## config.mk

```make
export PLATFORM = sky130hd
export DESIGN_NAME = load_unit
export DESIGN_NICKNAME = d
export VERILOG_FILES = /design/src/rtl/load_pkg.sv /design/src/rtl/load_extract.sv /design/src/rtl/load_unit.sv
export SDC_FILE = /design/constraint.sdc
export NUM_CORES = 1
export LEC_CHECK = 0
export CORE_UTILIZATION = 40
export CTS_CLUSTER_SIZE = 10
export DETAILED_ROUTE_END_ITERATION = 7
export PLACE_DENSITY = 0.88
export SLEW_MARGIN = 15
export SYNTH_ARGS = -nofsm -noshare
export SYNTH_HDL_FRONTEND = slang
export SYNTH_HIERARCHICAL = 1
export SYNTH_SLANG_ARGS = --single-unit
```

## constraint.sdc

```tcl
create_clock -name clk -period 1.9 [get_ports clk]
set_clock_uncertainty 0.1 [all_clocks]
set_input_delay 0.38 -clock clk [delete_from_list [all_inputs] [get_ports clk]]
set_output_delay 0.38 -clock clk [all_outputs]
set_load 0.03 [all_outputs]
```

## src/rtl/load_pkg.sv

```systemverilog
// Shared definitions for the load path: funct3 codes, FSM encoding and
// request classification helpers.
package load_pkg;

    localparam logic [2:0] F3_LB  = 3'b000;
    localparam logic [2:0] F3_LH  = 3'b001;
    localparam logic [2:0] F3_LW  = 3'b010;
    localparam logic [2:0] F3_LBU = 3'b100;
    localparam logic [2:0] F3_LHU = 3'b101;

    typedef enum logic [1:0] {
        ST_IDLE = 2'd0,
        ST_READ = 2'd1,
        ST_WAIT = 2'd2,
        ST_RESP = 2'd3
    } state_t;

    function automatic logic is_valid_f3(input logic [2:0] funct3);
        case (funct3)
            F3_LB, F3_LH, F3_LW, F3_LBU, F3_LHU: return 1'b1;
            default:                             return 1'b0;
        endcase
    endfunction

    // Byte loads can never be misaligned; halfwords need an even offset.
    function automatic logic is_misaligned(input logic [2:0] funct3,
                                           input logic [1:0] offset);
        case (funct3)
            F3_LH, F3_LHU: return offset[0];
            F3_LW:         return offset != 2'b00;
            default:       return 1'b0;
        endcase
    endfunction

endpackage

```

## src/rtl/load_extract.sv

```systemverilog
// Combinational lane select and sign/zero extension of a loaded word.
module load_extract
    import load_pkg::*;
(
    input  logic [31:0] mem_rdata,
    input  logic [1:0]  offset,
    input  logic [2:0]  funct3,
    output logic [31:0] load_data
);

    logic signed [7:0]  byte_s;
    logic signed [15:0] half_s;
    logic signed [31:0] byte_sx;
    logic signed [31:0] half_sx;

    always_comb begin
        case (offset)
            2'd0:    byte_s = mem_rdata[7:0];
            2'd1:    byte_s = mem_rdata[15:8];
            2'd2:    byte_s = mem_rdata[23:16];
            default: byte_s = mem_rdata[31:24];
        endcase
        half_s  = offset[1] ? mem_rdata[31:16] : mem_rdata[15:0];
        // Signed-to-wider-signed assignment replicates the sign bit.
        byte_sx = byte_s;
        half_sx = half_s;

        case (funct3)
            F3_LB:   load_data = byte_sx;
            F3_LH:   load_data = half_sx;
            F3_LBU:  load_data = {24'd0, byte_s};
            F3_LHU:  load_data = {16'd0, half_s};
            default: load_data = mem_rdata;
        endcase
    end

endmodule

```

## src/rtl/load_unit.sv

```systemverilog
// Sequential load path: accept request, read aligned word, extract and
// extend the addressed lane, hold the result until the core takes it.
module load_unit
    import load_pkg::*;
#(
    parameter int ADDR_W = 32
) (
    input  logic              clk,
    input  logic              reset,
    input  logic              req_valid,
    output logic              req_ready,
    input  logic [ADDR_W-1:0] req_addr,
    input  logic [2:0]        req_funct3,
    output logic              mem_rd_en,
    output logic [ADDR_W-1:0] mem_addr,
    input  logic [31:0]       mem_rdata,
    input  logic              mem_rvalid,
    output logic              resp_valid,
    input  logic              resp_ready,
    output logic [31:0]       resp_data,
    output logic              resp_error
);

    state_t            state;
    state_t            state_nxt;
    logic [1:0]        off_p0;
    logic [2:0]        f3_p0;
    logic [ADDR_W-1:0] mem_addr_p0;
    logic [31:0]       resp_data_p1;
    logic              resp_error_p1;
    logic [31:0]       load_data;
    logic              req_fire;
    logic              req_bad;

    assign req_fire = (state == ST_IDLE) && req_valid;
    assign req_bad  = !is_valid_f3(req_funct3) || is_misaligned(req_funct3, req_addr[1:0]);

    load_extract u_extract (
        .mem_rdata (mem_rdata),
        .offset    (off_p0),
        .funct3    (f3_p0),
        .load_data (load_data)
    );

    always_comb begin
        state_nxt = state;
        case (state)
            ST_IDLE: if (req_valid) state_nxt = req_bad ? ST_RESP : ST_READ;
            ST_READ: state_nxt = ST_WAIT;
            ST_WAIT: if (mem_rvalid) state_nxt = ST_RESP;
            ST_RESP: if (resp_ready) state_nxt = ST_IDLE;
            default: state_nxt = ST_IDLE;
        endcase
    end

    // Stage p0: request latches; stage p1: response register.
    always_ff @(posedge clk) begin
        if (reset) begin
            state         <= ST_IDLE;
            off_p0        <= '0;
            f3_p0         <= '0;
            mem_addr_p0   <= '0;
            resp_data_p1  <= '0;
            resp_error_p1 <= 1'b0;
        end else begin
            state <= state_nxt;
            if (req_fire) begin
                off_p0        <= req_addr[1:0];
                f3_p0         <= req_funct3;
                resp_data_p1  <= '0;
                resp_error_p1 <= req_bad;
                if (!req_bad) mem_addr_p0 <= {req_addr[ADDR_W-1:2], 2'b00};
            end
            if (state == ST_WAIT && mem_rvalid) resp_data_p1 <= load_data;
        end
    end

    assign req_ready  = (state == ST_IDLE);
    assign mem_rd_en  = (state == ST_READ);
    assign mem_addr   = mem_addr_p0;
    assign resp_valid = (state == ST_RESP);
    assign resp_data  = resp_data_p1;
    assign resp_error = resp_error_p1;

endmodule

```

# [Word-level counts from Yosys, hierarchy flattened]
# Cells that the tools add are included.
[classes] n_eq_ne=15 mux=12 bitwise_logic=1 n_reduce_logical=14
[ops] op="one-hot mux 32 bit (4 select lines)" count=1
[ops] op="2-to-1 mux 32 bit" count=2
[ops] op="one-hot mux 8 bit (3 select lines)" count=1
[ops] op="2-to-1 mux 16 bit" count=1
[ops] op="== test 3 bit, second input constant" count=4
[ops] op="2-to-1 mux 2 bit" count=4
[ops] op="one-hot mux 2 bit (4 select lines)" count=1
[ops] op="== test 2 bit, second input constant" count=3
[ops] op="== test 3 x 1 -> 1 bit, second input constant" count=2
[ops] op="logical NOT 3 bit" count=2
[ops] op="OR reduction 5 bit" count=1
[ops] op="== test 2 x 1 -> 1 bit, second input constant" count=2
[ops] op="logical NOT 2 bit" count=2
[ops] op="inequality test 2 bit, second input constant" count=2
[ops] op="nonzero test 2 bit" count=2
[ops] op="== test 3 x 2 -> 1 bit, second input constant" count=1
[ops] op="AND reduction 3 bit" count=1
[ops] op="logical AND 1 bit" count=2
[ops] op="inequality test 2 x 1 -> 1 bit, second input constant" count=1
[ops] op="one-hot mux 1 bit (2 select lines)" count=1
[ops] op="AND reduction 2 bit" count=1
[ops] op="OR reduction 2 bit" count=1
[ops] op="logical NOT 1 bit" count=1
[ops] op="logical OR 1 bit" count=1
[ops] op="2 further kinds" count=2
[word_totals] regBits=70 input_bits=72 out_inout_bits=68 word_cells=48

# [Logic depth before layout (Yosys ltp)]
# Gate-level depths: netlist (run 1).
[depth] ltp_word=8 mapped_depth=8 mapped_depth_nobuf=6

# [Hierarchy]
# The synthesis (run 1) kept the hierarchy.
[modules_own_cells] module="load_unit" instances=1 cells_per_inst=291 area_each_um2=2959.1 seq_area_each_um2=1401.3
[modules_own_cells] module="load_extract" instances=1 cells_per_inst=131 area_each_um2=723.2 seq_area_each_um2=0.0

# [Least setup slack after synthesis (run 1)]
# Ideal clock, no wire load.
[synth_path] kind="register -> register" start="reg state[0]" end="reg mem_addr_p0[10], in the netlist mem_addr[10]" setup_time_ns=0.072 arrival_ns=1.670 path_slack_ns=0.058 path_stages_with_launch=7 n_path_buf=1 synth_period_minus_slack_ns=1.842 path_cell_list="dfxtp_1 inv_1 ha_1 nand2_1 a21oi_4 buf_8 mux2i_1"
[synth_via] elab_chain_len=3
[synth_lines] element="from (decl)" line="load_unit.sv:24" rtl="state_t state;"
[synth_lines] element="from (signal assigned)" line="load_unit.sv:66" rtl="state <= state_nxt;"
[synth_lines] element="logical NOT 2 bit"
[synth_lines] element="via req_ready" line="load_unit.sv:11" rtl="output logic req_ready,"
[synth_lines] element="logical AND 1 bit" line="load_unit.sv:35" rtl="assign req_fire = (state == ST_IDLE) && req_valid;"
[synth_lines] element="AND reduction 2 bit (no source line)"
[synth_lines] element="to (signal assigned)" line="load_unit.sv:72" rtl="if (!req_bad) mem_addr_p0 <= {req_addr[ADDR_W-1:2], 2'b00};"
[synth_lines] element="to (decl)" line="load_unit.sv:28" rtl="logic [ADDR_W-1:0] mem_addr_p0;"
# The timed path passes the listed nets, and every way through them passes these cells.
# A chain may end at the register's enable or synchronous reset.

# [Final worst setup path (run 1)]
[layout_path] start="in req_funct3[0]" end="reg mem_addr_p0[6], in the netlist mem_addr[6]"
[layout_via] elab_chain_len=7
[layout_lines] element="from (decl)" line="load_unit.sv:13" rtl="input logic [2:0] req_funct3,"
[layout_lines] element="== test 3 x 2 -> 1 bit, or another cell as far along" line="load_pkg.sv:19, load_pkg.sv:28"
[layout_lines] element="OR reduction 5 bit" line="load_pkg.sv:19" rtl="case (funct3)"
[layout_lines] element="2-to-1 mux 1 bit" line="load_pkg.sv:19"
[layout_lines] element="logical NOT 1 bit" line="load_unit.sv:36" rtl="assign req_bad = !is_valid_f3(req_funct3) || is_misaligned(req_funct3, req_addr[1:0]);"
[layout_lines] element="logical OR 1 bit *" line="load_unit.sv:36"
[layout_lines] element="inverter 1 bit (no source line) *"
[layout_lines] element="AND reduction 2 bit (no source line) *"
# Every way passes the cells marked *; elsewhere a longest branch is shown, timed or not.

==> summary.md, run 1 <==
| Metric | Value |
|---|---|
| Syn Inst Count | `422` |
| Internal | `3.702 mW` |
| Rows | `34` |
| Root Driver | `clkbuf_8` |
| Unrepaired setup endpoints after global routing | `yes` |
| Layout area overhead | `52.36%` |
| Compound-cell area share of the yosys netlist | `0.1709` |
| WL final | `10.72 mm` |
| DR iter-0 viols | `186` |
| HPWL after detailed placement | `7.437 mm` |
| CP delay by family, top | `buffers and inverters` |
| Fin crit period | `1.869 ns` |
| VDD IR-drop max | `0.0004674 V` |
| Share of layout cells above drive strength 1 | `0.1828` |
| Final Max Tran Viols | `0` |
| DRT Pass-1 Iters | `8` |
| Fmax | `535.0 MHz` |
| Postcts setup bufs | `0` |
| #FFs+latches synth | `70` |
| Max Root-Sink Buffers | `2` |
| Commonest non-fill, non-tap cell in the layout | `clkdlybuf4s50_1` |
| Slowest cell on the critical path | `or4_4` |
| Clk pwr share | `0.259` |
| Pwr dens | `1026 nW/µm²` |
| Simple-Gate Fraction of Synth Area | `0.2841` |
| CTS clock-pin slew for the worst setup and hold paths | `0.08 ns` |
| Critical path, cell by cell | `clkdlybuf4s50_1 > or4_4 > a21oi_4 > clkbuf_16 > mux2i_1` |
| Dominant synthesized flop cell | `dfxtp_1` |
| Synth Area in Adders | `0.01359` |
| Fin util | `0.6371` |
| Leakage power | `2.357 nW` |
| CP required | `2.07 ns` |
| CTS H-tree lvls | `3` |
| Post-Synth XOR/XNOR Area | `0` |
| Synth Cell Area | `3682 µm²` |
| Run status | `finished, violations left` |
| Largest family of logic cells by synthesized area | `simple AND/OR/NAND/NOR gates` |
| Slew @ Worst Pin | `0.5391 ns` |
| Failing checks | `DRC` |
| Library cells used by synthesis | `35` |
| Sink Count | `70` |
| Ys async rst share | `0` |
| Top-level port count | `140` |
| Synthesis Warnings | `6` |
| Layout Cells excl Fill | `677` |
| ANT cells | `0` |
| Setup Viol. Count Final | `0` |
| Largest stage delay on the critical path | `0.46 ns` |
| Vias per inst | `5.236` |
| Clock Latency Late Sink | `0.34 ns` |
| Dpl cells | `658` |
| CTS buffer count | `9` |
| RePlAce Congestion | `0.9599` |
| WHS | `0.3287 ns` |
| Logic gate share of total power | `0.432` |
| Worst-path fanout max | `7` |
| Via count | `3,545` |
| Setup CP Type | `in2reg` |
| Share of synthesized area occupied by flip-flops and latches | `0.3806` |
| Fin. Hold Viols | `0` |
| CTS tree | `yes` |
| Largest net degree at the start of global routing | `101` |
| Port bufs | `137` |
| Initial antenna violation count | `0` |
| Fill cells | `699` |
| Critical path launch point type | `input pin` |
| Most frequent cells in the layout | `clkdlybuf4s50_1 (115), dfxtp_1 (68), nand2_1 (46), or2b_2 (43), a22oi_1 (38)` |
| HP Class | `in2reg` |
| Max-slew headroom | `0.6398` |
| Post-route DRC | `21` |
| Final period util | `0.9838` |
| Die area | `9593 µm²` |
| CP bufs+invs | `2` |
| CORE AREA | `8806 µm²` |
| Worst Path Arrival | `2.04 ns` |
| First-pass GRT wire length | `16.57 mm` |
| Die width | `97.95 µm` |
| Vias in the first global route | `3,585` |
| Final ANT Viol Nets | `0` |
| CP Capture Type | `flop` |
| GRT Overall Usage | `0.2152` |
| Initial core utilization | `0.4182` |
| Drt wl/cell | `15.84 µm` |
| Synth Area per Inst | `8.726 µm²` |
| GRT overflow | `0` |
| Sw Ratio | `0.3571` |
| Post-synth EDFFs | `0` |
| Sw power | `2.056 mW` |
| Seq pwr share | `0.309` |
| Nets@finish | `640` |
| Die Height | `97.95 µm` |
| Post-synthesis mux area share | `0.08733` |
| Maxcap violations | `0` |
## sequential cells by signal, summed over array words and instances, names as in the netlist
name and count:
mem_addr 30, state 2, resp_error 1, off_p0 2, resp_data 32, f3_p0 3
## routing by layer
metal	up-vias	global-route usage	part of all wire
li1	1718	-	-
met5	-	0	0
met2	193	0.3510	0.46
met4	0	0.1469	0.043
met1	1597	0.2419	0.40
met3	37	0.06442	0.093
## cell type report
class	instances	area, µm²	area share
multi-input combinational	311	2083	0.3713
timing repair buffer	167	1718	0.3062
sequential	70	1409	0.2511
clock buffer	10	137.6	0.02453
tap	108	135.1	0.02409
clock inverter	6	108.9	0.01940
inverter	5	18.77	0.003345
## cells by family after synthesis
family          Yosys count
simple gates            182
compound gates           91
flops                    70
buf+inv                  42
mux                      32
fa+ha+maj                 4
other cells               1
## synth_stat cells, types with 3 or more instances
cell type	count	area, µm²
buf_8	3	45.04
nor2_1	34	127.6
or2b_2	43	376.6
inv_1	5	18.77
ha_1	4	50.05
o21ai_0	23	115.1
a22oi_1	40	300.3
and2_1	3	18.77
a221o_1	8	80.08
nand3_1	4	20.02
nand2_1	46	172.7
clkbuf_1	27	101.4
mux2i_1	31	310.3
o21ai_1	4	20.02
a21oi_1	6	30.03
a31oi_1	3	18.77
nand2b_1	26	162.7
dfxtp_1	70	1401
nor2b_1	21	131.4
buf_6	4	45.04
## worst min-delay path, cell delays in order
cell and delay [ns]:
dlymetal6s2s_1 0.10, buf_4 0.11, nand2_1 0.04, a21oi_1 0.10
## metrics by stage
stage	setup TNS, ns	cell area (µm²)	setup WS [ns]	total power, mW
after floorplan	0	3686	0.05811	3.330
after global placement	-18.04	5231	-0.4724	4.124
after detailed placement	-20.67	5231	-0.5416	4.187
after CTS	0	5497	0.004377	5.707
after global routing	-0.05593	5610	-0.02255	6.044
final	0	5610	0.03081	5.758
## path summary, 6_finish.rpt
check,startpoint,endpoint,slack (ns),depth (start not counted)
hold / removal,req_addr[1],off_p0[1]$_SDFFE_PP0P_,0.33,4
setup / recovery,req_funct3[0],mem_addr[6]$_SDFFE_PP0P_,0.03,5
hold reg to reg,resp_error$_SDFFE_PP0P_,resp_error$_SDFFE_PP0P_,0.37,2
setup reg to reg,off_p0[0]$_SDFFE_PP0P_,resp_data[18]$_SDFFE_PP0P_,0.08,7
## power by group through the flow
stage | registers [mW] | logic, mW | clock network (mW)
floorplan | 2.06 | 1.27 | 0
global placement | 1.80 | 2.32 | 0
detailed placement | 1.81 | 2.38 | 0
CTS | 1.78 | 2.41 | 1.52
global route | 1.81 | 2.66 | 1.58
finish | 1.78 | 2.49 | 1.49
## timing repair
action | 4_1_cts | 5_1_grt
pin swaps | 5 | 5
hold buffers | 0 | 0
gates resized for setup | 13 | 21
endpoints found under the setup margin | 28 | 42
cloned | 0 | 3
Power figures use the tool's default switching activity.
==> run 2: changes to the inputs <==
--- a/config.mk
+++ b/config.mk
@@ -5,7 +5,9 @@
 export SDC_FILE = /design/constraint.sdc
 export NUM_CORES = 1
 export LEC_CHECK = 0
-export CORE_UTILIZATION = 40
+export CELL_PAD_IN_SITES_DETAIL_PLACEMENT = 0
+export CELL_PAD_IN_SITES_GLOBAL_PLACEMENT = 1
+export CORE_UTILIZATION = 29
 export CTS_CLUSTER_SIZE = 10
 export DETAILED_ROUTE_END_ITERATION = 7
 export PLACE_DENSITY = 0.88
==> run 2 against run 1 <==
Net effect:
- the flow now finishes without violations
- routed wire length grew 3.5%
- sequential power barely moved
- combinational power hardly changed
- power rose by 1.0%
- die area rose by 37%
- non-clock buffer count down 3
- register-to-register slack hardly changed
- largest power group unchanged
==> summary.md, run 2 (synthesis gave the netlist of run 1 again) <==
| Metric | Value |
|---|---|
| Run status | `finished clean` |
| Slew @ Worst Pin | `0.7856 ns` |
| Setup Viol. Count Final | `0` |
| HPWL after detailed placement | `7.827 mm` |
| Final Max Tran Viols | `0` |
| Worst slack at placement | `-0.5139 ns` |
| Vias per inst | `4.770` |
| Pwr dens | `1029 nW/µm²` |
| Initial antenna violation count | `0` |
| Seq pwr share | `0.307` |
| WHS | `0.3596 ns` |
| Worst Path Arrival | `1.39 ns` |
| Final WS setup | `0.02756 ns` |
| Rows | `40` |
| Slowest cell on the critical path | `clkdlybuf4s50_1` |
| CP delay by family, top | `buffers and inverters` |
| Fill cells | `1,198` |
| Worst-path fanout max | `2` |
| DR iter-0 viols | `226` |
| First-pass GRT wire length | `17.25 mm` |
| Overall Power | `5.818 mW` |
| Largest stage delay on the critical path | `0.70 ns` |
| Share of layout cells above drive strength 1 | `0.1796` |
| Die Height | `114.7 µm` |
| Area after DPL | `5299 µm²` |
| CTS tree | `yes` |
| CTS clock-pin slew for the worst setup and hold paths | `0.05 ns` |
| Sw power | `2.134 mW` |
| Critical path launch point type | `flop` |
| Most frequent cells in the layout | `clkdlybuf4s50_1 (118), dfxtp_1 (69), nand2_1 (46), or2b_2 (43), a22oi_1 (39)` |
| Die width | `114.7 µm` |
| CORE AREA | `12,210 µm²` |
| Vias in the first global route | `3,459` |
| Post-route DRC | `0` |
| ANT cells | `0` |
| Leakage power | `2.288 nW` |
| Sw Ratio | `0.3668` |
| Initial core utilization | `0.3015` |
| CP Capture Type | `primary output` |
| VDD IR-drop max | `0.0005303 V` |
| Root Driver | `clkbuf_16` |
| Layout area overhead | `53.55%` |
| Via count | `3,511` |
| GRT Overall Usage | `0.1720` |
| Nets@finish | `639` |
| Port bufs | `137` |
| Critical path, cell by cell | `clkdlybuf4s50_1` |
| Commonest non-fill, non-tap cell in the layout | `clkdlybuf4s50_1` |
| Internal | `3.684 mW` |
| Fin. Hold Viols | `0` |
| Top-level port count | `140` |
| Drt wl/cell | `15.07 µm` |
| Final Cell Area | `5654 µm²` |
| Final ANT Viol Nets | `0` |
| Worst R2R Setup Slack | `0.08 ns` |
| WL final | `11.09 mm` |
| Maxcap violations | `0` |
| Sink Count | `70` |
| Largest register FFs | `32` |
| Max-slew headroom | `0.4763` |
| Clk pwr share | `0.265` |
| Max Root-Sink Buffers | `2` |
| Die area | `13,150 µm²` |
| Logic gate share of total power | `0.428` |
| Most used routing layer | `met2` |
| CP bufs+invs | `1` |
| RePlAce Congestion | `0.8072` |
| HP Class | `reg2reg` |
| Fmax | `534.1 MHz` |
| CP required | `1.42 ns` |
| GR met3 Demand/Resource | `0.06617` |
| Sum Neg Setup Slack | `0 ns` |
| Clock Latency Late Sink | `0.34 ns` |
| GRT met1 Usage | `0.1962` |
| CTS H-tree lvls | `3` |
| CTS buffer count | `9` |
| Routing usage on met2 | `0.2747` |
| GRT overflow | `0` |
| Fin crit period | `1.872 ns` |
| Setup CP Type | `reg2out` |
| Largest net degree at the start of global routing | `62` |
| Final period util | `0.9855` |
| DRT Pass-1 Iters | `5` |
[run 2: final timing paths]
path                                   start                    endpoint  cells after the start
setup / recovery  resp_data[17]$_SDFFE_PP0P_               resp_data[17]                      1
hold / removal       resp_error$_SDFFE_PP0P_     resp_error$_SDFFE_PP0P_                      2
setup reg to reg      off_p0[1]$_SDFFE_PP0P_  resp_data[31]$_SDFFE_PP0P_                      6
hold reg to reg      resp_error$_SDFFE_PP0P_     resp_error$_SDFFE_PP0P_                      2
[run 2: per-stage QoR]
stage | std cells | utilization
after global placement | 717 | 0.4339
final | 736 | 0.4630
after floorplan | 423 | -
after CTS | 734 | 0.4569
after detailed placement | 717 | 0.4339
after global routing | 736 | 0.4630
[run 2: final cells by class]
type / instances / area, µm² / area share
Sequential cell: 70 / 1403 / 0.2481
Timing Repair Buffer: 164 / 1637 / 0.2894
Clock inverter: 5 / 25.02 / 0.004426
Multi-Input combinational cell: 313 / 2118 / 0.3746
Clock buffer: 11 / 242.7 / 0.04293
Tap cell: 168 / 210.2 / 0.03718
Inverter: 5 / 18.77 / 0.003319
[run 2: metal layers]
| layer | share of wire | vias to the layer above |
|---|---|---|
| met1 | 0.42 | 1601 |
| met5 | 0 | - |
| met4 | 0.027 | 0 |
| met3 | 0.10 | 23 |
| met2 | 0.45 | 162 |
| li1 | - | 1725 |
[run 2: power groups by stage]
stage	sequential, mW	clock (mW)	combinational [mW]
3_3_place_gp	1.80	0	2.36
5_1_grt	1.81	1.66	2.69
6_report	1.79	1.54	2.49
2_1_floorplan	2.06	0	1.27
3_5_place_dp	1.81	0	2.41
4_1_cts	1.78	1.59	2.43
[run 2: repair_timing]
action	CTS	global route
gates cloned	0	2
gates resized for setup	9	24
buffers inserted	1	1
pin swaps	1	4
setup endpoints to repair	16	45
hold buffers	0	0
